<file path="config.mk">
export PLATFORM = sky130hd
export DESIGN_NAME = adc_cmd_sequencer_flat
export DESIGN_NICKNAME = d
export VERILOG_FILES = /design/src/rtl/adc_ctrl_pkg.sv /design/src/rtl/adc_cmd_sequencer_if.sv /design/src/rtl/adc_autocal_timer.sv /design/src/rtl/adc_cmd_sequencer.sv /design/src/flat_wrapper.sv
export SDC_FILE = /design/constraint.sdc
export NUM_CORES = 1
export LEC_CHECK = 0
export BUFFER_PORTS_ARGS = -buffer_cell sky130_fd_sc_hd__buf_4
export CAP_MARGIN = 0
export CORE_ASPECT_RATIO = 0.8
export CORE_MARGIN = 8
export CORE_UTILIZATION = 35
export CTS_BUF_LIST = sky130_fd_sc_hd__clkbuf_4
export DETAILED_ROUTE_END_ITERATION = 10
export GPL_TIMING_DRIVEN = 0
export PLACE_DENSITY_LB_ADDON = 0.25
export REMOVE_ABC_BUFFERS = 1
export SLEW_MARGIN = 30
export SYNTH_ARGS = -nofsm -noshare
export SYNTH_HDL_FRONTEND = slang
export SYNTH_HIERARCHICAL = 1
export SYNTH_SLANG_ARGS = --single-unit
</file>
<file path="constraint.sdc">
create_clock -name Clock -period 5.9 [get_ports Clock]
set_input_delay 0.885 -clock Clock [delete_from_list [all_inputs] [get_ports Clock]]
set_output_delay 0.885 -clock Clock [all_outputs]
set_load 0.02 [all_outputs]
</file>
<file path="src/rtl/adc_ctrl_pkg.sv">
// Shared encodings for the ADC command sequencer: ADC_FSM state codes, host
// command codes, error codes, sequencer states and command legality helpers.
package adc_ctrl_pkg;

  // Only the ADC_FSM states the sequencer reasons about are named here.
  typedef enum logic [3:0] {
    ALL_PWR_OFF         = 4'd0,
    DES_SAMPLING        = 4'd8,
    LOW_PWR_IDLE        = 4'd10,
    PERIPH_PWR_SHUTDOWN = 4'd13,
    CLOCK_LOCK          = 4'd14
  } adc_state_e;

  typedef enum logic [2:0] {
    CMD_NONE    = 3'd0,
    CMD_PWR_ON  = 3'd1,
    CMD_PWR_OFF = 3'd2,
    CMD_SLEEP   = 3'd3,
    CMD_WAKE    = 3'd4,
    CMD_RUN_CAL = 3'd5
  } cmd_code_e;

  typedef enum logic [2:0] {
    ERR_NONE          = 3'd0,
    ERR_BAD_CODE      = 3'd1,
    ERR_ILLEGAL_STATE = 3'd2,
    ERR_TIMEOUT       = 3'd3,
    ERR_ABORTED       = 3'd4
  } err_code_e;

  typedef enum logic [2:0] {
    SEQ_IDLE,
    SEQ_ISSUE,
    SEQ_WAIT,
    SEQ_DONE,
    SEQ_ERROR
  } seq_state_e;

  function automatic logic cmdIsValid(input logic [2:0] code);
    return (code >= CMD_PWR_ON) && (code <= CMD_RUN_CAL);
  endfunction

  function automatic logic cmdIsLegal(input logic [2:0] code, input logic [3:0] st);
    case (code)
      CMD_PWR_ON:  return st == ALL_PWR_OFF;
      CMD_PWR_OFF: return (st == DES_SAMPLING) || (st == LOW_PWR_IDLE);
      CMD_SLEEP:   return st == DES_SAMPLING;
      CMD_WAKE:    return st == LOW_PWR_IDLE;
      CMD_RUN_CAL: return st == DES_SAMPLING;
      default:     return 1'b0;
    endcase
  endfunction

  function automatic logic [3:0] cmdTarget(input logic [2:0] code);
    case (code)
      CMD_PWR_ON:  return DES_SAMPLING;
      CMD_PWR_OFF: return ALL_PWR_OFF;
      CMD_SLEEP:   return LOW_PWR_IDLE;
      CMD_WAKE:    return DES_SAMPLING;
      CMD_RUN_CAL: return DES_SAMPLING;
      default:     return ALL_PWR_OFF;
    endcase
  endfunction

endpackage

</file>
<file path="src/rtl/adc_cmd_sequencer_if.sv">
// Host command channel of the ADC command sequencer: request handshake plus
// completion/error reporting back to the command decoder.
interface adc_cmd_sequencer_if;
  logic       CmdValid;
  logic [2:0] CmdCode;
  logic       CmdReady;
  logic       CmdDone;
  logic       CmdError;
  logic [2:0] ErrCode;
  logic       DoneSrc;

  modport master (
    output CmdValid, CmdCode,
    input  CmdReady, CmdDone, CmdError, ErrCode, DoneSrc
  );

  modport slave (
    input  CmdValid, CmdCode,
    output CmdReady, CmdDone, CmdError, ErrCode, DoneSrc
  );
endinterface

</file>
<file path="src/rtl/adc_autocal_timer.sv">
// Idle-time counter for periodic recalibration; saturates at CAL_PERIOD-1 and
// raises Pending there until cleared.
module adc_autocal_timer #(
  parameter int unsigned CAL_PERIOD = 100000000,
  parameter int unsigned CAL_CNT_W  = 27
) (
  input  logic Clock,
  input  logic Reset,
  input  logic CountEn,
  input  logic Clear,
  input  logic ClearPending,
  output logic Pending
);

  localparam logic [CAL_CNT_W-1:0] LAST = CAL_CNT_W'(CAL_PERIOD - 1);

  logic [CAL_CNT_W-1:0] count;

  always_ff @(posedge Clock) begin
    if (Reset || Clear) begin
      count   <= '0;
      Pending <= 1'b0;
    end else begin
      if (ClearPending) begin
        Pending <= 1'b0;
      end
      if (CountEn) begin
        if (count == LAST) begin
          Pending <= 1'b1;
        end else begin
          count <= count + CAL_CNT_W'(1);
          // Flag on the same edge the count reaches its final value.
          if (count == LAST - CAL_CNT_W'(1)) begin
            Pending <= 1'b1;
          end
        end
      end
    end
  end

endmodule

</file>
<file path="src/rtl/adc_cmd_sequencer.sv">
// Single-command-in-flight scheduler in front of ADC_FSM: validates host and
// auto-calibration requests, issues one control pulse, and tracks completion.
module adc_cmd_sequencer
  import adc_ctrl_pkg::*;
#(
  parameter int unsigned TIMEOUT_W  = 28,
  parameter int unsigned CAL_PERIOD = 100000000,
  parameter int unsigned CAL_CNT_W  = 27
) (
  input  logic                      Clock,
  input  logic                      Reset,
  adc_cmd_sequencer_if.slave        cmdBus,
  input  logic                      AutoCalEnable,
  input  logic [3:0]                AdcState,
  output logic                      adcPwrOn,
  output logic                      adcPwrOff,
  output logic                      adcSleep,
  output logic                      adcWake,
  output logic                      adcRunCal,
  output logic                      Busy
);

  seq_state_e           state;
  seq_state_e           stateNext;
  logic [2:0]           code;
  logic                 source;
  logic [3:0]           origin;
  logic [3:0]           target;
  logic [TIMEOUT_W-1:0] timer;
  logic [TIMEOUT_W-1:0] timerNext;
  logic                 left;
  logic                 leftNow;
  err_code_e            errCode;
  err_code_e            errNext;
  logic                 startHost;
  logic                 startAuto;
  logic [2:0]           issueCode;
  logic                 goIssue;
  logic                 autoPending;
  logic                 isIdle;
  logic                 atSampling;
  logic                 calCountEn;
  logic                 calClear;
  logic                 calClearPending;

  assign isIdle     = (state == SEQ_IDLE);
  assign atSampling = (AdcState == DES_SAMPLING);
  assign target     = cmdTarget(code);
  assign timerNext  = timer + TIMEOUT_W'(1);
  // Include the current cycle so a departure is seen without an extra cycle.
  assign leftNow    = left || (AdcState != origin);

  always_comb begin
    stateNext = state;
    errNext   = ERR_NONE;
    startHost = 1'b0;
    startAuto = 1'b0;
    case (state)
      SEQ_IDLE: begin
        if (cmdBus.CmdValid) begin
          startHost = 1'b1;
          if (!cmdIsValid(cmdBus.CmdCode)) begin
            stateNext = SEQ_ERROR;
            errNext   = ERR_BAD_CODE;
          end else if (!cmdIsLegal(cmdBus.CmdCode, AdcState)) begin
            stateNext = SEQ_ERROR;
            errNext   = ERR_ILLEGAL_STATE;
          end else begin
            stateNext = SEQ_ISSUE;
          end
        end else if (autoPending && atSampling) begin
          startAuto = 1'b1;
          stateNext = SEQ_ISSUE;
        end
      end
      SEQ_ISSUE: stateNext = SEQ_WAIT;
      SEQ_WAIT: begin
        if (leftNow && (AdcState == target)) begin
          stateNext = SEQ_DONE;
        end else if (leftNow && (AdcState == ALL_PWR_OFF) && (target != ALL_PWR_OFF)) begin
          stateNext = SEQ_ERROR;
          errNext   = ERR_ABORTED;
        end else if (&timerNext) begin
          stateNext = SEQ_ERROR;
          errNext   = ERR_TIMEOUT;
        end
      end
      SEQ_DONE:  stateNext = SEQ_IDLE;
      SEQ_ERROR: stateNext = SEQ_IDLE;
      default:   stateNext = SEQ_IDLE;
    endcase
  end

  assign issueCode = startAuto ? CMD_RUN_CAL : cmdBus.CmdCode;
  assign goIssue   = isIdle && (stateNext == SEQ_ISSUE);

  always_ff @(posedge Clock) begin
    if (Reset) begin
      state     <= SEQ_IDLE;
      code      <= CMD_NONE;
      source    <= 1'b0;
      origin    <= '0;
      timer     <= '0;
      left      <= 1'b0;
      errCode   <= ERR_NONE;
      adcPwrOn  <= 1'b0;
      adcPwrOff <= 1'b0;
      adcSleep  <= 1'b0;
      adcWake   <= 1'b0;
      adcRunCal <= 1'b0;
    end else begin
      state <= stateNext;
      if (startHost || startAuto) begin
        code    <= issueCode;
        source  <= startAuto;
        origin  <= AdcState;
        errCode <= ERR_NONE;
      end
      if (stateNext == SEQ_ERROR) begin
        errCode <= errNext;
      end
      if (state == SEQ_ISSUE) begin
        timer <= '0;
        left  <= 1'b0;
      end else if (state == SEQ_WAIT) begin
        timer <= timerNext;
        left  <= leftNow;
      end
      adcPwrOn  <= goIssue && (issueCode == CMD_PWR_ON);
      adcPwrOff <= goIssue && (issueCode == CMD_PWR_OFF);
      adcSleep  <= goIssue && (issueCode == CMD_SLEEP);
      adcWake   <= goIssue && (issueCode == CMD_WAKE);
      adcRunCal <= goIssue && (issueCode == CMD_RUN_CAL);
    end
  end

  // Counter runs only while idle at DES_SAMPLING; any completed RUN_CAL restarts it.
  assign calCountEn      = AutoCalEnable && isIdle && atSampling;
  assign calClear        = (isIdle && !(AutoCalEnable && atSampling)) ||
                           ((state == SEQ_DONE) && (source || (code == CMD_RUN_CAL)));
  assign calClearPending = (state == SEQ_ERROR) && source;

  adc_autocal_timer #(
    .CAL_PERIOD (CAL_PERIOD),
    .CAL_CNT_W  (CAL_CNT_W)
  ) u_autocal (
    .Clock        (Clock),
    .Reset        (Reset),
    .CountEn      (calCountEn),
    .Clear        (calClear),
    .ClearPending (calClearPending),
    .Pending      (autoPending)
  );

  assign Busy            = !isIdle;
  assign cmdBus.CmdReady = isIdle;
  assign cmdBus.CmdDone  = (state == SEQ_DONE);
  assign cmdBus.CmdError = (state == SEQ_ERROR);
  assign cmdBus.ErrCode  = errCode;
  assign cmdBus.DoneSrc  = source;

endmodule

</file>
<file path="src/flat_wrapper.sv">
// flat-port wrapper written by rule: the top's interface ports become plain ports
module adc_cmd_sequencer_flat import adc_ctrl_pkg::*;
#(
  parameter int unsigned TIMEOUT_W  = 28,
  parameter int unsigned CAL_PERIOD = 100000000,
  parameter int unsigned CAL_CNT_W  = 27
)
  (Clock, Reset, AutoCalEnable, AdcState, adcPwrOn, adcPwrOff, adcSleep, adcWake, adcRunCal, Busy, cmdBus_CmdValid, cmdBus_CmdCode, cmdBus_CmdReady, cmdBus_CmdDone, cmdBus_CmdError, cmdBus_ErrCode, cmdBus_DoneSrc);
  adc_cmd_sequencer_if cmdBus_i ();
  input  logic Clock;
  input  logic Reset;
  input  logic AutoCalEnable;
  input  logic [3:0] AdcState;
  output logic adcPwrOn;
  output logic adcPwrOff;
  output logic adcSleep;
  output logic adcWake;
  output logic adcRunCal;
  output logic Busy;
  input wire logic [$bits(cmdBus_i.CmdValid)-1:0] cmdBus_CmdValid;
  input wire logic [$bits(cmdBus_i.CmdCode)-1:0] cmdBus_CmdCode;
  output wire logic [$bits(cmdBus_i.CmdReady)-1:0] cmdBus_CmdReady;
  output wire logic [$bits(cmdBus_i.CmdDone)-1:0] cmdBus_CmdDone;
  output wire logic [$bits(cmdBus_i.CmdError)-1:0] cmdBus_CmdError;
  output wire logic [$bits(cmdBus_i.ErrCode)-1:0] cmdBus_ErrCode;
  output wire logic [$bits(cmdBus_i.DoneSrc)-1:0] cmdBus_DoneSrc;
  assign cmdBus_i.CmdValid = cmdBus_CmdValid;
  assign cmdBus_i.CmdCode = cmdBus_CmdCode;
  assign cmdBus_CmdReady = cmdBus_i.CmdReady;
  assign cmdBus_CmdDone = cmdBus_i.CmdDone;
  assign cmdBus_CmdError = cmdBus_i.CmdError;
  assign cmdBus_ErrCode = cmdBus_i.ErrCode;
  assign cmdBus_DoneSrc = cmdBus_i.DoneSrc;
  adc_cmd_sequencer #(.TIMEOUT_W(TIMEOUT_W), .CAL_PERIOD(CAL_PERIOD), .CAL_CNT_W(CAL_CNT_W)) u_core (.Clock(Clock), .Reset(Reset), .cmdBus(cmdBus_i), .AutoCalEnable(AutoCalEnable), .AdcState(AdcState), .adcPwrOn(adcPwrOn), .adcPwrOff(adcPwrOff), .adcSleep(adcSleep), .adcWake(adcWake), .adcRunCal(adcRunCal), .Busy(Busy));
endmodule
</file>
[Yosys cells after proc, flatten, opt, wreduce, memory -nomap -nowiden]
Index checks and enable logic that the tools add are counted.
Storage, ports and cells
  register bits: 76
  output and inout port bits: 13
  logic and storage cells: 111
Cells by class
  add/sub/neg operators: 2
  magnitude comparators: 2
  eq/ne operators: 26
  muxes and demuxes: 32
  bitwise operators: 1
  reduce and logical (&&, ||, !) cells: 34
Operator list (count)
  $eq 27x27->1 const B: 2
  $mux 3: 14
  $add 28x1->28 const B: 1
  $reduce_and 28->1: 1
  $add 27x1->27 const B: 1
  $eq 3x3->1 const B: 8
  $eq 3x2->1 const B: 7
  $logic_and 1x1->1: 17
  $eq 3x1->1 const B: 5
  $mux 1: 12
  $pmux 3 s3: 1
  $eq 4x4->1 const B: 2
  $pmux 4 s2: 1
  $logic_or 1x1->1: 6
  $pmux 3 s2: 1
  $eq 4x4->1: 1
  $logic_not 4->1: 1
  $mux 2: 2
  $ne 4x4->1: 1
  $pmux 1 s4: 1
  $reduce_bool 4->1: 1
  $reduce_or 2->1: 2
  $ge 3x1->1 const B: 1
  $le 3x3->1 const B: 1
  6 further kinds: 7

[Logic depth before layout (Yosys ltp)]
Gate-level depths: netlist of run 1.
  word-level depth: 13
  depth in mapped cells: 10
  depth with buffers taken out: 10

[Cells and area by module]
Netlist of run 1, hierarchy kept.
Modules (own cells, without submodules)
  adc_cmd_sequencer: instances 1, cells each 327, area an instance 2648.8 um^2
  adc_autocal_timer: instances 1, cells each 166, area an instance 1416.4 um^2

[Least setup slack after synthesis of run 1]
OpenSTA, ideal clock, no wires.
  path type: register -> register
  from: reg u_core.state[0]
  to: reg u_core.u_autocal.count[20]
  setup time: 68 ps
  arrival: 3118 ps
  data required time: 5832 ps
  setup slack: 2714 ps
  cell stages (with the launch flop): 11
  period minus slack after synthesis: 3186 ps
  cell sequence: dfxtp_1 clkbuf_1 nor3_1 inv_1 nor2_1 clkbuf_1 nand3_1 o21bai_4 buf_6 or4_1 a21oi_2
Between the ends
  cells in the longest elaborated chain, start to end: 4
Ends and longest elaborated chain
  from (decl): RTL line adc_cmd_sequencer.sv:23  | seq_state_e state;
  from (signal assigned): RTL line adc_cmd_sequencer.sv:112  | state <= stateNext;
  $logic_not 3->1: RTL line adc_cmd_sequencer.sv:46  | assign isIdle = (state == SEQ_IDLE);
  via cmdBus_CmdReady: RTL line flat_wrapper.sv:22  | output wire logic [$bits(cmdBus_i.CmdReady)-1:0] cmdBus_CmdReady;
  $logic_and 1x1->1 (2 in series): RTL line adc_cmd_sequencer.sv:138  | assign calCountEn = AutoCalEnable && isIdle && atSampling;
  via u_core.calCountEn: RTL line adc_cmd_sequencer.sv:42  | logic calCountEn;
  $reduce_and 2->1 (no line)
  to (signal assigned): RTL line adc_autocal_timer.sv:31  | count <= count + CAL_CNT_W'(1);
  to (decl): RTL line adc_autocal_timer.sv:17  | logic [CAL_CNT_W-1:0] count;
The timed path passes the listed nets, and every way through them passes these cells.
A chain may end at the register's enable or synchronous reset.

[Worst setup path in the final report of run 1]
  from: reg u_core.state[2]
  to: reg u_core.u_autocal.count[20]
Between the ends
  cells in the longest elaborated chain, start to end: 4
Ends and longest elaborated chain (RTL line)
  $logic_not 3->1: adc_cmd_sequencer.sv:46
  $logic_and 1x1->1 (2 in series): adc_cmd_sequencer.sv:138
  via u_core.calCountEn: adc_cmd_sequencer.sv:42
  $reduce_and 2->1 (no line)
The timed path passes the listed nets, and every way through them passes these cells.

==> results of run 1 <==
-- synth_stat cells (all sizes together), types with 2 or more instances --
library cell  number  share of area (%)
a21o               3               0.62
a21oi             27                3.6
a31o               4               0.86
a31oi              2               0.31
and2               2               0.31
and3               6               0.92
and4               4               0.86
buf               10                1.5
clkbuf            15                1.4
dfxtp             76                 37
ha                 4                1.2
inv               15                1.4
mux2i              5                1.2
nand2             35                3.2
nand2b             4               0.62
nand3             23                2.8
nand4             29                4.6
nand4b             2               0.43
nor2              72                6.8
nor2b              2               0.31
nor3              23                3.2
nor3b              3               0.68
nor4              12                2.5
nor4b              7                1.9
o21a               2               0.37
o21ai             15                2.1
o31ai              8                1.6
or2                2               0.31
or3               13                2.0
or4                8                1.7
xnor2             24                5.2
xor2              24                5.2
-- power by group --
group	internal [uW]	leakage (uW)	switching [uW]	total (uW)
clock	137	0.0000782	183	320
sequential	521	0.000614	8.78	529
combinational	29.6	0.000710	49.6	79.2
-- cells by family after synthesis --
| family | share of synthesized area [%] |
|---|---|
| simple gates | 33.5 |
| flops | 37.4 |
| compound gates | 12.0 |
| xor+xnor | 10.3 |
| buf+inv | 4.31 |
| mux | 1.23 |
| fa+ha+maj | 1.23 |
-- final cells by class --
class	instances	area (um^2)
timing repair buffer	23	173
tap	148	185
clock buffer	11	82.6
inverter	15	56.3
fill	1208	6990
clock inverter	5	52.6
sequential	76	1520
multi-input combinational	377	2370
-- flip-flops by register name, indices dropped and copies added, names as in the netlist, 3 cells and up --
register / flops
u_core/timer: 28
u_core/u_autocal/count: 27
u_core/origin: 4
u_core/cmdBus.ErrCode: 3
u_core/code: 3
u_core/state: 3
-- routing by layer --
layer  vias up  GRT usage [%]
met5         -              0
met4         0           2.63
met1      1665           16.6
li1       1788              -
met3         7           4.96
met2        72           18.9
-- per-stage QoR --
step | total power, uW | setup WS [ns] | area, um^2 | hold slack [ns] | instances
detailed placement | 621 | 2.32 | 4300 | 0.472 | 639
global route | 978 | 2.36 | 4440 | 0.533 | 655
floorplan | 587 | 2.80 | 3950 | 0.461 | 468
CTS | 946 | 2.57 | 4440 | 0.509 | 655
finish | 929 | 2.61 | 4440 | 0.506 | 655
global placement | 619 | 2.28 | 4300 | 0.478 | 639
-- worst min-delay path by stage --
stage / from / endpoint / slack [ns] / cells past startpoint
after floorplan: u_core/u_autocal/count[7]$_SDFFE_PP0P_ / u_core/u_autocal/count[7]$_SDFFE_PP0P_ / 0.46 / 2
after global placement: u_core/u_autocal/count[7]$_SDFFE_PP0P_ / u_core/u_autocal/count[7]$_SDFFE_PP0P_ / 0.48 / 2
after detailed placement: u_core/cmdBus.ErrCode[2]$_SDFFE_PP0P_ / u_core/cmdBus.ErrCode[2]$_SDFFE_PP0P_ / 0.47 / 1
after CTS: u_core/u_autocal/count[18]$_SDFFE_PP0P_ / u_core/u_autocal/count[18]$_SDFFE_PP0P_ / 0.51 / 2
after global routing: u_core/u_autocal/count[17]$_SDFFE_PP0P_ / u_core/u_autocal/count[17]$_SDFFE_PP0P_ / 0.53 / 2
final: u_core/cmdBus.ErrCode[2]$_SDFFE_PP0P_ / u_core/cmdBus.ErrCode[2]$_SDFFE_PP0P_ / 0.51 / 1
-- worst max-delay path: stages, from the launching register on --
cell and delay [ns]:
dfxtp_1 0.42, nor3_1 0.69, inv_1 0.14, nor2_1 0.59, nand3_1 0.36, o21bai_4 0.34
or4_1 0.53, a21oi_2 0.14
-- cell usage in the layout (no fill, tap or decap), types with 13 or more instances in the layout --
master   Yosys  layout
nor3_1      20      20
buf_4        0      23
a21oi_1     24      24
or3_1       13      13
inv_1       15      15
nand2_1     35      35
nor2_1      71      71
nand4_1     28      28
nand3_1     23      23
xor2_1      24      24
xnor2_1     24      24
dfxtp_1     76      76
==> summary.txt, run 1 <==
Yosys cell types: 59
Leak Pwr: 0.00140 uW
antenna violations before repair: 0
GP Congestion: 0.810
achievable frequency: 0.304 GHz
final setup vio count: 0
Final Hold Vio Count: 0
Post-Syn Area: 4070 um^2
H-tree levels: 3
Pins Over Slew Limit: 0
Main synth FF type: dfxtp_1
Vias: 3532
data arrival time of the critical path: 3.66 ns
RSZ-0062 raised after global routing: no
CTS tree: done
1st-pass router iterations: 4
wire length on met3: 519 um
Port Buffers: 23
MaxCap Viol Count: 0
Worst Tran Pin Value: 0.921 ns
status: complete, no violations
power per cell area: 209 nW/um^2
ys async rst share: 0%
row count: 35
largest net degree at the start of global routing: 30
Ports: 24
root buf cell: clkbuf_4
post-DR vias/cell: 5.39
die area: 15300 um^2
antenna-violating nets left: 0
clk sinks: 76
R2R Path End: u_core/u_autocal/count[20]$_SDFFE_PP0P_
CP Launch Type: flip-flop
Final #Nets: 517
diode count: 0
Die Y: 112 um
initial cell density of the core: 35.6%
Max Buffers Root-to-Sink: 2
DRC viols: 0
hold_buf cts: 0
FF+latch count, synth: 76
Worst R2R Start: u_core/state[2]$_SDFF_PP0_
Critical Path End Type: flip-flop
Ys Warns: 6
global route overflow: 0
GRT Total Usage: 12.6%
Resized cells post-CTS: 0
Core ar.: 11400 um^2
post-synthesis sequential area ratio: 37.4%
Worst Hold Class: reg2reg
clk slew on worst S/H paths: 0.13 ns
crit-path max FO: 11
setup TNS: 0 ns
post-CTS setup buffers: 0
fraction of layout cells with a size suffix above 1: 12.0%
Tcrit/Tclk final: 55.8%
Final Util: 38.8%
Cells after Synth: 493
Crit Path Class: reg2reg
drt total wl: 9310 um
Max VDD drop: 120 uV
vias in the first global route: 3330
metal2 WL: 4050 um
crit path capture: u_core/u_autocal/count[20]$_SDFFE_PP0P_
Post-synth EDFFs: 0
Final min period: 3.29 ns
Top Metal Used: met4
Iteration-0 DRC Markers: 202
normalized max-slew margin: 38.6%
Mapped Avg Cell Area: 8.25 um^2
critical path required time: 6.27 ns
worst-skew pair later-pin latency: 0.43 ns
first-pass GRT wire length: 15900 um
DIE WIDTH: 136 um
final clock skew: 0.0200 ns
Post-Route M1 WL: 4670 um
worst reg-to-reg setup slack: 2.61 ns
Critical Path Source: u_core/state[2]$_SDFF_PP0_
synthesis-to-finish area growth: 9.20%
CTS Buf Count: 9
DPL Wire Length: 6600 um
drt wl/cell: 14.2 um
R2R depth: 7
(Power assumes the default switching activity.)
==> run 2, diff against run 1 <==
- ABC_AREA: not set -> 1
- clock period: 5.9 -> 3.1 ns (I/O delays scaled with it)
==> run 2 against run 1 <==
Compared with the run above: setup slack worse by 2.0 ns; highest routed layer unchanged; synthesized area is 23% higher; critical path type unchanged; critical endpoint is now u_core/u_autocal/count[13]$_SDFFE_PP0P_; synthesized cell count is 62% higher.
==> summary.txt, run 2 <==
status: complete, no violations (unchanged)
crit-path max cell delay: 0.63 ns (was 0.69 ns)
Die Y: 123 um (was 112 um)
normalized max-slew margin: 38.0% (was 38.6%)
CP Cell Sequence: nor2_1 -> nand2_1 -> nor2_1 -> inv_1 -> nor2_4 -> nand2_1 -> a21oi_2 (was nor3_1 -> inv_1 -> nor2_1 -> nand3_1 -> o21bai_4 -> or4_1 -> a21oi_2)
post-DR vias/cell: 4.80 (was 5.39)
Max VDD drop: 222 uV (was 120 uV)
initial cell density of the core: 35.4% (was 35.6%)
Int Power: 1320 uW (was 687 uW)
drt total wl: 12400 um (was 9310 um)
clock power share: 35.9% (was 34.5%)
GP Congestion: 0.835 (was 0.810)
final setup vio count: 0 (unchanged)
DPL Wire Length: 9330 um (was 6600 um)
Placed Cells: 991 (was 639)
antenna-violating nets left: 0 (unchanged)
H-tree levels: 3 (unchanged)
Critical Path End Type: flip-flop (unchanged)
Final Hold Vio Count: 0 (unchanged)
worst-skew pair later-pin latency: 0.45 ns (was 0.43 ns)
Resized cells post-CTS: 0 (unchanged)
DRC viols: 0 (unchanged)
CP bufs+invs: 1 (unchanged)
final clock skew: 0.0183 ns (was 0.0200 ns)
drt wl/cell: 12.3 um (was 14.2 um)
1st-pass router iterations: 5 (was 4)
Pins Over Slew Limit: 0 (unchanged)
first-pass GRT wire length: 21300 um (was 15900 um)
Final #Nets: 833 (was 517)
Critical Path Stages: 7 (unchanged)
sequential share of power: 54.6% (was 57.0%)
clk sinks: 76 (unchanged)
biggest regs: u_core/timer x28, u_core/u_autocal/count x27, u_core/origin x4 (unchanged)
fraction of layout cells with a size suffix above 1: 12.4% (was 12.0%)
die area: 18400 um^2 (was 15300 um^2)
Final Instance Area: 5480 um^2 (was 4440 um^2)
most flop-heavy register: u_core/timer (unchanged)
Tcrit/Tclk final: 79.9% (was 55.8%)
Main synth FF type: dfxtp_1 (unchanged)
worst slack, placed: 0.230 ns (was 2.32 ns)
row count: 39 (was 35)
GRT Total Usage: 14.1% (was 12.6%)
worst hold path depth: 2 (was 1)
sw power: 558 uW (was 241 uW)
Non-Filler Instances: 1008 (was 655)
global route overflow: 0 (unchanged)
Ys Warns: 6 (unchanged)
CP Launch Type: flip-flop (unchanged)
Final WS setup: 0.623 ns (was 2.61 ns)
Yosys cell types: 41 (was 59)
CTS tree: done (unchanged)
Cells after Synth: 799 (was 493)
cell taking the most area after synthesis: dfxtp_1 (unchanged)
FF+latch count, synth: 76 (unchanged)
ys async rst share: 0% (unchanged)
root buf cell: clkbuf_4 (unchanged)
clk slew on worst S/H paths: 0.15 ns (was 0.13 ns)
achievable frequency: 0.404 GHz (was 0.304 GHz)
setup TNS: 0 ns (unchanged)
Crit Path Class: reg2reg (unchanged)
delay-heaviest family, CP: simple AND/OR/NAND/NOR gates (unchanged)
Post-Place Cell Area: 5320 um^2 (was 4300 um^2)
data arrival time of the critical path: 2.85 ns (was 3.66 ns)
Final min period: 2.48 ns (was 3.29 ns)
Area contributors post-synth: dfxtp_1 (30%), nand2_1 (18%), nor2_1 (7.9%), inv_1 (7.2%), nand3_1 (4.6%) (was dfxtp_1 (37%), nor2_1 (6.6%), xnor2_1 (5.2%), xor2_1 (5.2%), nand4_1 (4.3%))
Post-synth EDFFs: 0 (unchanged)
Worst Hold Class: in2reg (was reg2reg)
vias in the first global route: 4373 (was 3330)
R2R depth: 7 (unchanged)
slowest cell on the critical path: nor2_1 (was nor3_1)
Max Buffers Root-to-Sink: 2 (unchanged)
Core ar.: 14200 um^2 (was 11400 um^2)
Vias: 4841 (was 3532)
synthesis-to-finish area growth: 9.21% (was 9.20%)
Net Sw Frac: 29.7% (was 26.0%)
largest net degree at the start of global routing: 38 (was 30)
antenna violations before repair: 1 (was 0)
post-synthesis sequential area ratio: 30.3% (was 37.4%)
power per cell area: 343 nW/um^2 (was 209 nW/um^2)
Worst Tran Pin Value: 0.928 ns (was 0.921 ns)
crit-path max FO: 25 (was 11)
Mapped Avg Cell Area: 6.28 um^2 (was 8.25 um^2)
commonest non-fill, non-tap cells in the layout: nand2_1 (237), nor2_1 (105), inv_1 (96), dfxtp_1 (76), nand3_1 (46) (was dfxtp_1 (76), nor2_1 (71), nand2_1 (35), nand4_1 (28))
power share of the combinational group: 9.6% (was 8.5%)
Iteration-0 DRC Markers: 392 (was 202)
top cell type's share of synthesized area: 30.3% (was 37.4%)
leading cell type in the layout, fill and taps excluded: nand2_1 (was dfxtp_1)
Post-Syn Area: 5010 um^2 (was 4070 um^2)
RSZ-0062 raised after global routing: no (unchanged)
Pwr Total: 1880 uW (was 929 uW)
Leak Pwr: 0.00199 uW (was 0.00140 uW)
CTS Buf Count: 9 (unchanged)
post-CTS setup buffers: 0 (unchanged)
Largest register FFs: 28 (unchanged)
DIE WIDTH: 150 um (was 136 um)
MaxCap Viol Count: 0 (unchanged)
Commonest cells post-synth: nand2_1 (237), nor2_1 (106), inv_1 (96) (was dfxtp_1 (76), nor2_1 (71), nand2_1 (35))
hold_buf cts: 0 (unchanged)
Port Buffers: 23 (unchanged)
top-count cell post-synth: nand2_1 (was dfxtp_1)
Ports: 24 (unchanged)
critical path required time: 3.47 ns (was 6.27 ns)
[run 2: layout make-up]
type,instances,area (um^2)
well taps,184,230
diodes,1,2.50
inverters,98,369
repair buffers,23,173
clock buffers,9,67.6
multi-input cells,610,3030
clock inverters,7,82.6
flip-flops and latches,76,1520
fillers,1568,8670
[run 2: kinds of logic (layout without fill, tap and decap cells)]
family	count (synthesis)	after routing	share of synthesized area [%]
compound gates	111	111	12.9
xor+xnor	19	19	3.32
fa+ha+maj	4	4	0.998
buf+inv	113	137	9.28
flops	76	76	30.3
other cells	0	1	0
simple gates	476	476	43.2
[run 2: worst paths after layout]
path,startpoint,endpoint,slack [ns]
setup / recovery,u_core/state[2]$_SDFF_PP0_,u_core/u_autocal/count[13]$_SDFFE_PP0P_,0.62
hold / removal,cmdBus_CmdCode[0],u_core/adcPwrOff$_SDFF_PP0_,0.22
setup reg to reg,u_core/state[2]$_SDFF_PP0_,u_core/u_autocal/count[13]$_SDFFE_PP0P_,0.62
hold reg to reg,u_core/u_autocal/Pending$_SDFF_PP0_,u_core/u_autocal/Pending$_SDFF_PP0_,0.50
[run 2: power groups by stage]
stage	sequential, uW	clock [uW]	combinational [uW]
finish	1020	673	180
global route	1030	740	202
CTS	1020	704	181
detailed placement	1050	0	179
global placement	1050	0	179
floorplan	1040	0	116
[run 2: metal layers]
metal,share of wire (%),vias to the layer above,track usage [%]
li1,-,2604,-
met1,53,2148,20.5
met2,42,80,21.0
met3,3.4,9,2.78
met4,1.1,0,3.55
met5,0,-,0
[run 2: stage by stage]
step,hold slack [ns],utilization (%)
after floorplan,0.443,-
after global placement,0.469,37.6
after detailed placement,0.474,37.6
after CTS,0.192,38.7
after global routing,0.176,38.7
final,0.222,38.7
